==> src/rtl/cmos_capture_rgb888_if.sv <==
// Sensor-side DVP bus plus the captured-pixel stream of cmos_capture_rgb888.
// The master modport drives the sensor lines; the slave modport is the capture block.
interface cmos_capture_if;
  logic        cmos_vsync;
  logic        cmos_href;
  logic [7:0]  cmos_data;
  logic        capture_en;
  logic [23:0] rgb_out;
  logic        rgb_valid;
  logic        frame_start;
  logic        frame_done;
  logic [9:0]  x_cnt;
  logic [8:0]  y_cnt;
  logic        frame_err;

  modport master (
    output cmos_vsync, cmos_href, cmos_data, capture_en,
    input  rgb_out, rgb_valid, frame_start, frame_done, x_cnt, y_cnt, frame_err
  );

  modport slave (
    input  cmos_vsync, cmos_href, cmos_data, capture_en,
    output rgb_out, rgb_valid, frame_start, frame_done, x_cnt, y_cnt, frame_err
  );
endinterface

==> src/rtl/cmos_capture_rgb888.sv <==
// DVP RGB565 capture: ignores the first frames after reset, pairs bytes into
// RGB888 pixels and tracks line/frame geometry with a sticky per-frame error.
module cmos_capture_rgb888 #(
  parameter int FRAME_SKIP = 10,
  parameter int H_PIXELS   = 640,
  parameter int V_LINES    = 480
) (
  input logic           clk,
  input logic           rst,
  cmos_capture_if.slave bus
);

  typedef enum logic [1:0] {SKIP, WAIT_VS, CAPTURE} state_t;

  localparam logic [15:0] SKIP_N = 16'(FRAME_SKIP);
  localparam logic [10:0] H_N    = 11'(H_PIXELS);
  localparam logic [9:0]  V_N    = 10'(V_LINES);

  function automatic logic [23:0] expand565(input logic [15:0] px);
    return {px[15:11], px[15:13], px[10:5], px[10:9], px[4:0], px[4:2]};
  endfunction

  function automatic logic [9:0] sat_inc10(input logic [9:0] v);
    return (v == 10'h3FF) ? v : v + 10'd1;
  endfunction

  function automatic logic [8:0] sat_inc9(input logic [8:0] v);
    return (v == 9'h1FF) ? v : v + 9'd1;
  endfunction

  state_t      state, state_nxt;
  logic [15:0] skip_cnt;

  logic        vsync_p0, href_p0;
  logic [7:0]  data_p0;
  logic        vsync_p1, href_p1;
  logic        vs_rise, href_fall, in_cap;

  logic        phase_p1;
  logic [7:0]  hi_p1;
  logic        emit;

  logic [23:0] rgb_p2;
  logic        vld_p2, start_p2, done_p2, err_p2;
  logic [9:0]  x_p2;
  logic [8:0]  y_p2;
  logic        frame_px;
  logic [10:0] line_px;

  // Stage p0/p1: input registers and their delayed copies for edge detection
  always_ff @(posedge clk or posedge rst) begin
    if (rst) begin
      vsync_p0 <= 1'b0;
      href_p0  <= 1'b0;
      data_p0  <= 8'd0;
      vsync_p1 <= 1'b0;
      href_p1  <= 1'b0;
    end else begin
      vsync_p0 <= bus.cmos_vsync;
      href_p0  <= bus.cmos_href;
      data_p0  <= bus.cmos_data;
      vsync_p1 <= vsync_p0;
      href_p1  <= href_p0;
    end
  end

  assign vs_rise   = vsync_p0 & ~vsync_p1;
  assign href_fall = ~href_p0 & href_p1;
  assign in_cap    = (state == CAPTURE);

  always_ff @(posedge clk or posedge rst) begin
    if (rst) state <= SKIP;
    else     state <= state_nxt;
  end

  always_comb begin
    state_nxt = state;
    case (state)
      SKIP:    if (skip_cnt >= SKIP_N) state_nxt = WAIT_VS;
      WAIT_VS: if (vs_rise && bus.capture_en) state_nxt = CAPTURE;
      CAPTURE: if (vs_rise && !bus.capture_en) state_nxt = WAIT_VS;
      default: state_nxt = SKIP;
    endcase
  end

  always_ff @(posedge clk or posedge rst) begin
    if (rst) skip_cnt <= 16'd0;
    else if (state == SKIP && vs_rise && skip_cnt < SKIP_N) skip_cnt <= skip_cnt + 16'd1;
  end

  // Byte pairing; a vsync edge wins over href and drops any half pixel
  always_ff @(posedge clk or posedge rst) begin
    if (rst) phase_p1 <= 1'b0;
    else if (!in_cap || !href_p0 || vs_rise) phase_p1 <= 1'b0;
    else phase_p1 <= ~phase_p1;
  end

  always_ff @(posedge clk) begin
    if (in_cap && href_p0 && !phase_p1) hi_p1 <= data_p0;
  end

  assign emit    = in_cap && href_p0 && phase_p1 && !vs_rise;
  assign line_px = {1'b0, x_p2} + {10'd0, vld_p2};

  // Stage p2: registered pixel, strobes, counters and error flag
  always_ff @(posedge clk or posedge rst) begin
    if (rst) begin
      rgb_p2   <= 24'd0;
      vld_p2   <= 1'b0;
      start_p2 <= 1'b0;
      done_p2  <= 1'b0;
      err_p2   <= 1'b0;
      x_p2     <= 10'd0;
      y_p2     <= 9'd0;
      frame_px <= 1'b0;
    end else begin
      vld_p2   <= emit;
      start_p2 <= emit && !frame_px;
      done_p2  <= vs_rise && in_cap && frame_px;
      if (emit) rgb_p2 <= expand565({hi_p1, data_p0});

      if (vs_rise) begin
        x_p2     <= 10'd0;
        y_p2     <= 9'd0;
        frame_px <= 1'b0;
      end else begin
        if (emit) frame_px <= 1'b1;
        // line_px includes a strobe landing in the same cycle as the href edge
        if (in_cap && href_fall) begin
          x_p2 <= 10'd0;
          if (line_px != 11'd0) y_p2 <= sat_inc9(y_p2);
        end else if (vld_p2) begin
          x_p2 <= sat_inc10(x_p2);
        end
      end

      if (emit && !frame_px) begin
        err_p2 <= 1'b0;
      end else if (in_cap && vs_rise) begin
        if (frame_px && ({1'b0, y_p2} != V_N)) err_p2 <= 1'b1;
      end else if (in_cap && href_fall) begin
        if (phase_p1 || (line_px != H_N)) err_p2 <= 1'b1;
      end
    end
  end

  assign bus.rgb_out     = rgb_p2;
  assign bus.rgb_valid   = vld_p2;
  assign bus.frame_start = start_p2;
  assign bus.frame_done  = done_p2;
  assign bus.x_cnt       = x_p2;
  assign bus.y_cnt       = y_p2;
  assign bus.frame_err   = err_p2;

endmodule

==> src/flat_wrapper.sv <==
// flat-port wrapper written by rule: the top's interface ports become plain ports
module cmos_capture_rgb888_flat 
#(
  parameter int FRAME_SKIP = 10,
  parameter int H_PIXELS   = 640,
  parameter int V_LINES    = 480
)
  (clk, rst, bus_cmos_vsync, bus_cmos_href, bus_cmos_data, bus_capture_en, bus_rgb_out, bus_rgb_valid, bus_frame_start, bus_frame_done, bus_x_cnt, bus_y_cnt, bus_frame_err);
  cmos_capture_if bus_i ();
  input logic clk;
  input logic rst;
  input wire logic [$bits(bus_i.cmos_vsync)-1:0] bus_cmos_vsync;
  input wire logic [$bits(bus_i.cmos_href)-1:0] bus_cmos_href;
  input wire logic [$bits(bus_i.cmos_data)-1:0] bus_cmos_data;
  input wire logic [$bits(bus_i.capture_en)-1:0] bus_capture_en;
  output wire logic [$bits(bus_i.rgb_out)-1:0] bus_rgb_out;
  output wire logic [$bits(bus_i.rgb_valid)-1:0] bus_rgb_valid;
  output wire logic [$bits(bus_i.frame_start)-1:0] bus_frame_start;
  output wire logic [$bits(bus_i.frame_done)-1:0] bus_frame_done;
  output wire logic [$bits(bus_i.x_cnt)-1:0] bus_x_cnt;
  output wire logic [$bits(bus_i.y_cnt)-1:0] bus_y_cnt;
  output wire logic [$bits(bus_i.frame_err)-1:0] bus_frame_err;
  assign bus_i.cmos_vsync = bus_cmos_vsync;
  assign bus_i.cmos_href = bus_cmos_href;
  assign bus_i.cmos_data = bus_cmos_data;
  assign bus_i.capture_en = bus_capture_en;
  assign bus_rgb_out = bus_i.rgb_out;
  assign bus_rgb_valid = bus_i.rgb_valid;
  assign bus_frame_start = bus_i.frame_start;
  assign bus_frame_done = bus_i.frame_done;
  assign bus_x_cnt = bus_i.x_cnt;
  assign bus_y_cnt = bus_i.y_cnt;
  assign bus_frame_err = bus_i.frame_err;
  cmos_capture_rgb888 #(.FRAME_SKIP(FRAME_SKIP), .H_PIXELS(H_PIXELS), .V_LINES(V_LINES)) u_core (.clk(clk), .rst(rst), .bus(bus_i));
endmodule
==> config.mk <==
export PLATFORM = sky130hd
export DESIGN_NAME = cmos_capture_rgb888_flat
export DESIGN_NICKNAME = d
export VERILOG_FILES = /design/src/rtl/cmos_capture_rgb888_if.sv /design/src/rtl/cmos_capture_rgb888.sv /design/src/flat_wrapper.sv
export SDC_FILE = /design/constraint.sdc
export NUM_CORES = 1
export LEC_CHECK = 0
export ABC_AREA = 1
export BUFFER_PORTS_ARGS = -buffer_cell sky130_fd_sc_hd__clkbuf_2
export CORE_ASPECT_RATIO = 0.9
export CORE_MARGIN = 2
export CORE_UTILIZATION = 56
export CTS_CLUSTER_SIZE = 25
export DETAILED_ROUTE_END_ITERATION = 12
export GPL_ROUTABILITY_DRIVEN = 0
export PLACE_DENSITY = 0.82
export SLEW_MARGIN = 10
export SYNTH_ARGS = -nofsm -noshare
export SYNTH_HDL_FRONTEND = slang
export SYNTH_SLANG_ARGS = --single-unit
==> constraint.sdc <==
create_clock -name clk -period 2.65 [get_ports clk]
set_input_delay 0 -clock clk [delete_from_list [all_inputs] [get_ports clk]]
set_output_delay 0 -clock clk [all_outputs]
set_load 0.05 [all_outputs]
* Word-level counts from Yosys, hierarchy flattened
Index checks and enable logic that the tools add are counted.
Operators by class: bitwise operators 5, add/subtract/negate cells 4, shift operators 0, multipliers 0, $lt $le $gt $ge 2, multiplexer cells 20, equality and inequality tests 12, reduce and logical (&&, ||, !) cells 34, divide/modulo/power cells 0
Operators by type and width (count):
- two-way mux 10 bit | 4
- two-way mux 9 bit | 4
- adder 16 x 1 -> 16 bit, second input constant | 1
- >= comparator 16 x 4 -> 1 bit, second input constant | 1
- < comparator 16 x 4 -> 1 bit, second input constant | 1
- logical AND 1 bit | 13
- adder 10 x 1 -> 11 bit | 1
- inequality test 11 x 10 -> 1 bit, second input constant | 1
- nonzero test 11 bit | 1
- adder 10 x 1 -> 10 bit, second input constant | 1
- == test 10 bit, second input constant | 1
- adder 9 x 1 -> 9 bit, second input constant | 1
- == test 9 bit, second input constant | 1
- inequality test 9 bit, second input constant | 1
- AND reduction 3 bit | 3
- nonzero test 3 bit | 3
- two-way mux 1 bit | 8
- zero test 1 bit | 6
- two-way mux 2 bit | 3
- inequality test 2 x 1 -> 1 bit, second input constant | 3
- case mux 2 bit (3 select lines) | 1
- nonzero test 2 bit | 3
- logical OR 1 bit | 3
- inequality test 3 x 1 -> 1 bit, second input constant | 1
- other kinds (8) | 11
Word-level totals: bits in read-only memories 0, RAM bits 0, memories 0, latch bits 0, word-level logic and storage cells 94, flip-flop bits (word level) 87

* Depth between registers and ports, before layout
Gate-level depths: netlist (run 1).
depth after elaboration 7, mapped depth 13, mapped depth without buffers 13

* Worst setup path before layout (run 1)
No wires, ideal clock.
path type register to register, from register u_core.x_p2[0], in the netlist u_core.bus.x_cnt[0], to register u_core.y_p2[0], in the netlist u_core.bus.y_cnt[0], data required time 2.519 ns, cell stages (with the launch flop) 12, buffers on the path 0, library setup time 0.131 ns, arrival 2.149 ns, setup slack 0.369 ns, cell sequence dfrtp_1 > ha_1 > ha_1 > or2_2 > a21oi_2 > nand3_2 > nor2_4 > nand2_2 > nand2_2 > nand2_1 > nand2_1 > nor2_1
Between the ends: word-level cells in the longest chain between the ends 4
Ends and longest elaborated chain:
- start, declared | line cmos_capture_rgb888.sv:45 | logic [9:0] x_p2;
- start signal, assigned | line cmos_capture_rgb888.sv:133 | x_p2 <= sat_inc10(x_p2);
- adder 10 x 1 -> 11 bit | line cmos_capture_rgb888.sv:103 | assign line_px = {1'b0, x_p2} + {10'd0, vld_p2};
- nonzero test 11 bit | line cmos_capture_rgb888.sv:131 | if (line_px != 11'd0) y_p2 <= sat_inc9(y_p2);
- nonzero test 2 bit (no line)
- AND reduction 3 bit (no line)
- end signal, assigned | line cmos_capture_rgb888.sv:131
- end, declared | line cmos_capture_rgb888.sv:46 | logic [8:0] y_p2;
No other way between the ends. A chain may end at the register's enable or synchronous reset.

* Worst setup path in the final report (run 1)
Same ends and word-level chain as after synthesis.

==> results of run 1 <==
## how the worst min path moves through the flow
stage,end,cells after the start
2_1_floorplan,u_core.data_p0[0],0
3_3_place_gp,u_core.data_p0[0],2
3_5_place_dp,u_core.bus.rgb_out[3],2
4_1_cts,u_core.data_p0[7],3
5_1_grt,u_core.data_p0[4],2
6_report,u_core.href_p0,3
## cell type report
type,instances,area share
Inverter,30,0.0268
Clock inverter,7,0.0170
Tap cell,87,0.0259
Sequential cell,79,0.480
Multi-Input combinational cell,255,0.314
Timing Repair Buffer,75,0.106
Clock buffer,9,0.0295
## timing repair
| item | 4_1_cts | 5_1_grt |
|---|---|---|
| endpoints found under the hold margin | 43 | 0 |
| endpoints found under the setup margin | 0 | 0 |
| hold buffers | 12 | 0 |
## metal layers
metal | vias up | global-route usage | share of wire
met3 | 11 | 0.0548 | 0.063
met5 | - | 0 | 0
li1 | 1361 | - | -
met1 | 1292 | 0.297 | 0.45
met2 | 89 | 0.328 | 0.47
met4 | 0 | 0.0652 | 0.016
## stage by stage
stage / util / power (mW) / hold slack (ns) / setup WS [ns]
CTS: 0.683 / 2.96 / 0.271 / 0.473
detailed placement: 0.631 / 2.08 / 0.109 / 0.513
global route: 0.683 / 3.08 / 0.273 / 0.310
global placement: 0.631 / 2.06 / 0.101 / 0.600
floorplan: - / 1.96 / 0.0314 / 0.369
finish: 0.683 / 2.94 / 0.264 / 0.465
## Yosys cell counts, types with 4 or more instances
library cell    n
xor2_1          6
nor3_1          9
nor2_1         44
a21oi_1         9
nand2_2         7
inv_1          28
nand4_1        13
buf_4           8
ha_1            9
nand3_1        17
dfrtp_1        71
nand2_1       105
edfxtp_1        8
nand3_2         4
nor2_4          5
clkbuf_1       13
o21ai_0        12
## worst register-to-register path, delay by kind of cell (launching register included)
family          cells  cell delay [ns]
compound gates      1             0.14
fa+ha+maj           2             0.55
simple gates        8             0.91
flops               1             0.48
## cell families (layout without fill, tap and decap cells)
kind of cell,Yosys count,count (layout)
xor+xnor,9,9
fa+ha+maj,9,9
compound gates,23,23
simple gates,214,214
buf+inv,54,121
flops,79,79
## flip-flops by register name, indices dropped and copies added, names as in the netlist, 2 cells and up
name                flops
u_core.state            2
u_core.bus.rgb_out     16
u_core.bus.y_cnt        9
u_core.bus.x_cnt       10
u_core.skip_cnt        16
u_core.data_p0          8
u_core.hi_p1            8
## report_power, final
group | switching (mW) | internal [mW]
sequential | 0.0789 | 1.35
clock | 0.493 | 0.369
combinational | 0.490 | 0.159
total | 1.06 | 1.87
==> flow_summary.toml, run 1 <==
[status]
outcome = "finished, final reports clean"

[synth]
synth-xor-area-share = 0.0221
yosys.area_share.simple = 0.282
syn-cell-area_um2 = 3570
syn_inst = 388
yosysUniqueCellTypes = 28
synth_top_area_share = 0.497
ys_warn_count = 0
synth_enable_flop_cells = 8
synth_flop_cell = "dfrtp_1"
syn_avg_cell_area_um2 = 9.21
syn_nets = 410
ys_ff_latch = 79
netlist_top_cells_area = "dfrtp_1 (50%), nand2_1 (11%), edfxtp_1 (6.7%)"
yosysTopAreaCell = "dfrtp_1"
synth_compound_area_frac = 0.0336
synthArstFlopShare = 0.899
synthMuxAreaShare = 0
synth_top_family_by_area = "simple AND/OR/NAND/NOR gates"
synth_fa_ha_area_frac = 0.0315
seq_area_frac_synth = 0.565

[global_routing]
overflow = 0
grt_pass1_wl_um = 11500
grt_usage = 0.212
antenna_found_initial = 0
grt_max_degree = 34
grt_pass1_vias = 2555

[detailed_routing]
routedWlPerCell_um = 12.6
drtIter0Drc = 166
first_pass_iters = 5
drt-total-wl_um = 6810
drt.antenna.violating_nets = 0
drc = 0
vias = 2753
routed_via_density = 5.08

[sta]
drv_slew = 0
tns_ns = 0
fin_crit_ns = 2.18
finalSetupViolCount = 0
tightestPinTransition_ns = 0.743
hold_viol = 0
relSlewSlack = 0.503
fmax_mhz = 458
fin_skew_ns = 0.0108
min_period_over_period = 0.825
rsz0062_at_grt = "no"

[setup_path]
crit_cells = 11
rrSetupSlack_ns = 0.47
crit_type = "register to register"
crit_chain = "ha_1 > ha_1 > or2_2 > a21oi_2 > nand3_2 > nor2_4 > nand2_2 > nand2_2 > nand2_1 > nand2_1 > nor2_1"
end_kind = "register"
worstPathRequired_ns = 2.90
max_stage_delay_ns = 0.48
crit_fanout = 9
worst-path-buf-inv = 0
slowest_stage = "dfrtp_1"
cp-start-kind = "register"
startpoint = "u_core.bus.x_cnt[0]"
crit_arrival_ns = 2.43
rr_endpoint = "u_core.bus.y_cnt[0]"
crit_family = "simple AND/OR/NAND/NOR gates"
endpoint = "u_core.bus.y_cnt[0]"
crit-reg2reg-launch = "u_core.bus.x_cnt[0]"
rr_worst_depth = 11

[power_and_ir_drop]
leakage_nw = 2.20
vdd.ir_drop.worst_mv = 0.505
power_density_nw_per_um2 = 700

[clock_tree]
post_cts_resized = 0
cts_setup_buffers = 0
cts_tree = "yes"
worstSkewPairLatency_ns = 0.36
h-tree-depth = 3
cts_buffers = 9
clock_path_buffers = 2
clockRootBuffer = "clkbuf_8"
clk_pin_slew_ns = 0.09
cts.sinks = 79

[floorplanning]
dieHeight_um = 79.8
coreArea_um2 = 6150
start_util = 0.581
chipWidth_um = 88.2
ios = 60
die_area_um2 = 7030
row_count = 27

[layout]
finish.net_count = 472
layout-drive-gt1-share = 0.235
area_growth_pct = 17.5
final_area_um2 = 4200
final_cell_mix = "nand2_1 (105), dfrtp_1 (71), clkbuf_2 (59)"
fillers = 485
final_cells = 542
diodes = 0
ff_latch_area_um2 = 2020
multiInputGateArea_um2 = 1320
layout_commonest_cell = "nand2_1"

[min_path]
hold_class = "input pin to async pin"

[run]
max-cap-violations = 0

[placement]
dpl_cell_area_um2 = 3880
dp.cells = 514
dpl.hpwl_um = 4850
port_buffers = 59
No activity file was read; power rests on OpenSTA's default activity.
==> run 2, diff against run 1 <==
--- a/config.mk
+++ b/config.mk
@@ -5,15 +5,15 @@
 export SDC_FILE = /design/constraint.sdc
 export NUM_CORES = 1
 export LEC_CHECK = 0
-export ABC_AREA = 1
+export ABC_AREA = 0
 export BUFFER_PORTS_ARGS = -buffer_cell sky130_fd_sc_hd__clkbuf_2
 export CORE_ASPECT_RATIO = 0.9
 export CORE_MARGIN = 2
-export CORE_UTILIZATION = 56
+export CORE_UTILIZATION = 50
 export CTS_CLUSTER_SIZE = 25
 export DETAILED_ROUTE_END_ITERATION = 12
 export GPL_ROUTABILITY_DRIVEN = 0
-export PLACE_DENSITY = 0.82
+export PLACE_DENSITY = 0.78
 export SLEW_MARGIN = 10
 export SYNTH_ARGS = -nofsm -noshare
 export SYNTH_HDL_FRONTEND = slang
==> constraint.sdc (replaced) <==
create_clock -name clk -period 1.9 [get_ports clk]
set_input_delay 0 -clock clk [delete_from_list [all_inputs] [get_ports clk]]
set_output_delay 0 -clock clk [all_outputs]
set_load 0.05 [all_outputs]
==> flow_summary.toml, run 2 <==
[status]
outcome = "complete, but fails checks"
violations = "negative setup slack"

[synth]
synth-xor-area-share = 0.0275
yosysTopAreaCell = "dfrtp_1"
synth_fa_ha_area_frac = 0.0322
syn-cell-area_um2 = 3500
synthMuxAreaShare = 0.0114
yosys.area_share.simple = 0.201
synthTopCellsByCount = "dfrtp_1 (71), nand2_1 (65), nor2_1 (18)"
syn_inst = 317
netlist_top_cells_area = "dfrtp_1 (51%), nand2_1 (7.0%), edfxtp_1 (6.9%)"
synth_enable_flop_cells = 8
seq_area_frac_synth = 0.577
synth_top_family_by_area = "simple AND/OR/NAND/NOR gates"
ys_ff_latch = 79
syn_avg_cell_area_um2 = 11.0
synth.most_common_cell = "dfrtp_1"
synth_compound_area_frac = 0.0805
syn_nets = 339
ys_warn_count = 0
synth_flop_cell = "dfrtp_1"
synthArstFlopShare = 0.899
synth_top_area_share = 0.508
yosysUniqueCellTypes = 53

[floorplanning]
dieHeight_um = 83.3
die_area_um2 = 7680
ios = 60
coreArea_um2 = 6660
chipWidth_um = 92.2
start_util = 0.525
row_count = 28

[placement]
dpl.hpwl_um = 5300
dp.cells = 481
port_buffers = 59
dp_slack_ns = -0.259

[power_and_ir_drop]
leakage_nw = 2.33
vdd.ir_drop.worst_mv = 0.476
power_density_nw_per_um2 = 785

[layout]
layout-drive-gt1-share = 0.417
area_growth_pct = 34.9
layout_commonest_cell = "nand2_1"
finish.net_count = 446
final_cell_mix = "nand2_1 (65), dfrtp_1 (60), clkbuf_2 (59)"
post-route-util = 0.709
final_cells = 519
diodes = 0

[detailed_routing]
drt-total-wl_um = 7870
routed_via_density = 5.16
first_pass_iters = 8
drtIter0Drc = 186
drt.antenna.violating_nets = 0
drc = 0
vias = 2678
routedWlPerCell_um = 15.2

[clock_tree]
h-tree-depth = 3
clk_pin_slew_ns = 0.08
cts_buffers = 9
cts.sinks = 79
clockRootBuffer = "clkbuf_8"
clock_path_buffers = 2
cts_tree = "yes"
worstSkewPairLatency_ns = 0.35

[global_routing]
grt_usage = 0.214
antenna_found_initial = 0
grt_max_degree = 29
overflow = 0
grt_pass1_vias = 2638
grt_pass1_wl_um = 12900

[sta]
fmax_mhz = 460
drv_slew = 0
tightestPinTransition_ns = 0.522
finalSetupViolCount = 11
rsz0062_at_grt = "yes"
relSlewSlack = 0.650
min_period_over_period = 1.14
fin_crit_ns = 2.18
setup_slack_ns = -0.275
fin_skew_ns = 0.00858
hold_viol = 0

[setup_path]
crit_type = "register to register"
crit_fanout = 5
crit_arrival_ns = 2.42
worstPathRequired_ns = 2.14
end_kind = "register"
cp-start-kind = "register"

[run]
max-cap-violations = 0

[min_path]
hold_class = "input pin to async pin"
run 2: cell types whose count changed after synthesis, sizes merged, moves of 6 or more:
cell,delta
and3,+7
nor2,-34
nand3,-17
inv,-21
nand2,-48
nand4,-9
nor3,-6
run 2: final cells by class:
type / count / area (um^2)
repair buffers: 129 / 943
multi-input cells: 195 / 1400
clock buffers: 10 / 128
flip-flops and latches: 79 / 2030
well taps: 90 / 113
fillers: 452 / 1940
inverters: 10 / 37.5
clock inverters: 6 / 68.8
run 2: repair_timing:
item                       4_1_cts  5_1_grt
setup endpoints to repair       15       19
pin swaps                       10       14
resized for setup               14       15
hold endpoints to repair        32        0
setup buffers                    3        7
hold buffers                    12        0
run 2: cells by family (layout without fill, tap and decap cells):
group | after synthesis | count (layout)
adders and majority gates | 9 | 9
muxes | 4 | 4
buffers and inverters | 43 | 155
xor gates and xnor gates | 11 | 11
AOI/OAI and AO/OA | 36 | 36
DFF | 79 | 79
and+or+nand+nor | 135 | 135
run 2: worst max-delay path, cell delays in order, from the launching register on:
cell	delay [ns]
dfrtp_2	0.41
ha_4	0.15
ha_4	0.14
inv_2	0.03
o41ai_2	0.35
nand4b_1	0.23
o31ai_4	0.35
buf_6	0.17
mux2i_1	0.18
nor2_1	0.06
run 2: stage by stage:
stage               instance area (um^2)  hold WS, ns  power (mW)  TNS (ns)
floorplan                           3560       0.0314        2.32     -3.19
global placement                    4180       0.0330        2.43     -1.42
detailed placement                  4180       0.0439        2.46     -2.12
CTS                                 4590        0.215        3.70     -1.81
global route                        4720        0.239        3.87     -3.33
finish                              4720        0.203        3.70     -2.32
run 2: layer usage:
metal	GRT usage	routed length, um	up-vias
met3	0.0590	350	15
met5	0	0	-
met4	0.0692	118	0
met1	0.287	3570	1308
li1	-	-	1287
met2	0.340	3830	68
run 2: power by group:
part	switching, mW	internal [mW]
registers	0.0991	1.82
logic	0.361	0.183
clock network	0.618	0.616
run 2: worst paths after layout:
kind,depth (start not counted),slack [ns],startpoint,end
worst max-delay path,9,-0.28,u_core.bus.rgb_valid,u_core.bus.y_cnt[1]
worst min-delay path,3,0.20,rst,u_core.bus.rgb_out[7]
worst max register to register,9,-0.28,u_core.bus.rgb_valid,u_core.bus.y_cnt[1]
worst min register to register,0,0.37,u_core.skip_cnt[14],u_core.skip_cnt[14]
max in group asynchronous,4,1.01,rst,u_core.bus.x_cnt[2]
min in group clk,2,0.29,bus_cmos_vsync,u_core.vsync_p0
==> run 3, diff against run 2 <==
--- a/config.mk
+++ b/config.mk
@@ -5,7 +5,7 @@
 export SDC_FILE = /design/constraint.sdc
 export NUM_CORES = 1
 export LEC_CHECK = 0
-export ABC_AREA = 0
+export ABC_AREA = 1
 export BUFFER_PORTS_ARGS = -buffer_cell sky130_fd_sc_hd__clkbuf_2
 export CORE_ASPECT_RATIO = 0.9
 export CORE_MARGIN = 2
==> flow_summary.toml, run 3 (synthesized netlist as in run 1, its figures left out) <==
[floorplanning]
chipWidth_um = 93.1
dieHeight_um = 84.2
start_util = 0.510
row_count = 29
ios = 60
coreArea_um2 = 7000
die_area_um2 = 7840

[global_routing]
grt_pass1_vias = 2766
grt_max_degree = 49
overflow = 0
grt_pass1_wl_um = 12400
grt_usage = 0.203
antenna_found_initial = 0

[detailed_routing]
drc = 0
routedWlPerCell_um = 13.1
drt.antenna.violating_nets = 0
first_pass_iters = 4
vias = 2767
drtIter0Drc = 155
routed_via_density = 4.99
drt-total-wl_um = 7260

[sta]
finalSetupViolCount = 0
rsz0062_at_grt = "yes"
holdWs_ns = 0.246
setup_slack_ns = 0.0650
min_period_over_period = 0.966
fin_skew_ns = 0.00669
hold_viol = 0
fmax_mhz = 545
drv_slew = 0
fin_crit_ns = 1.83
relSlewSlack = 0.615
tns_ns = 0
tightestPinTransition_ns = 0.576

[layout]
final_area_um2 = 4350
layout-drive-gt1-share = 0.265
area_growth_pct = 21.7
final_cells = 554
multiInputGateArea_um2 = 1380
final_cell_mix = "nand2_1 (102), dfrtp_1 (68), clkbuf_2 (59)"
ff_latch_area_um2 = 2020
finish.net_count = 478
fillers = 565
diodes = 0
post-route-util = 0.621
layout_commonest_cell = "nand2_1"

[placement]
dp.cells = 523
port_buffers = 59
dpl_cell_area_um2 = 3960
dp_slack_ns = 0.0382
dpl.hpwl_um = 5010

[clock_tree]
clk_pin_slew_ns = 0.09
clock_path_buffers = 2
cts.sinks = 79
h-tree-depth = 3
cts_tree = "yes"
clockRootBuffer = "clkbuf_8"
cts_buffers = 9
worstSkewPairLatency_ns = 0.35

[setup_path]
crit_fanout = 5
crit_arrival_ns = 2.07
crit_type = "register to register"
cp-start-kind = "register"
rrSetupSlack_ns = 0.07
worstPathRequired_ns = 2.14
end_kind = "register"

[run]
max-cap-violations = 0

[min_path]
hold_class = "input pin to async pin"

[power_and_ir_drop]
leakage_nw = 2.24
vdd.ir_drop.worst_mv = 0.743
power_density_nw_per_um2 = 971
fin_total_pwr_mw = 4.22

[status]
outcome = "finished, final reports clean"
run 3: layer usage:
metal,global-route usage,vias up,share of wire
li1,-,1366,-
met1,0.254,1324,0.43
met2,0.339,71,0.51
met3,0.0583,6,0.050
met4,0.0682,0,0.010
met5,0,-,0
run 3: final cells by class:
class                      count  area share
clock buffer                   9      0.0285
clock inverter                 7      0.0199
inverter                      30      0.0273
multi-input combinational    255       0.317
sequential                    79       0.465
tap                           93      0.0268
timing repair buffer          81       0.116
run 3: timing repair:
action | CTS | global route
endpoints found under the setup margin | 0 | 11
hold endpoints to repair | 35 | 0
resized for setup | 0 | 9
buffers inserted | 0 | 3
hold buffers | 12 | 0
run 3: worst paths after layout:
kind | startpoint | to | cells past startpoint
max | u_core.bus.x_cnt[0] | u_core.bus.y_cnt[0] | 11
min | rst | u_core.vsync_p1 | 3
max reg2reg | u_core.bus.x_cnt[0] | u_core.bus.y_cnt[0] | 11
min reg2reg | u_core.vsync_p0 | u_core.vsync_p1 | 0
max in group asynchronous | rst | u_core.bus.y_cnt[7] | 4
min in group clk | bus_cmos_data[4] | u_core.data_p0[4] | 2
run 3: report_power, final:
group / internal (mW) / switching, mW / total, mW
Combinational: 0.234 / 0.688 / 0.922
Sequential: 1.88 / 0.114 / 1.99
Clock: 0.637 / 0.675 / 1.31
Total: 2.75 / 1.48 / 4.22
run 3: worst max-delay path, cell delays in order, from the launching register on:
cell     delay, ns
dfrtp_2       0.45
ha_4          0.19
ha_4          0.20
or2_4         0.23
a21oi_4       0.12
nand3_2       0.09
nor2_4        0.13
nand2_2       0.09
nand2_4       0.09
nand2_2       0.05
nand2_2       0.06
nor2_1        0.03
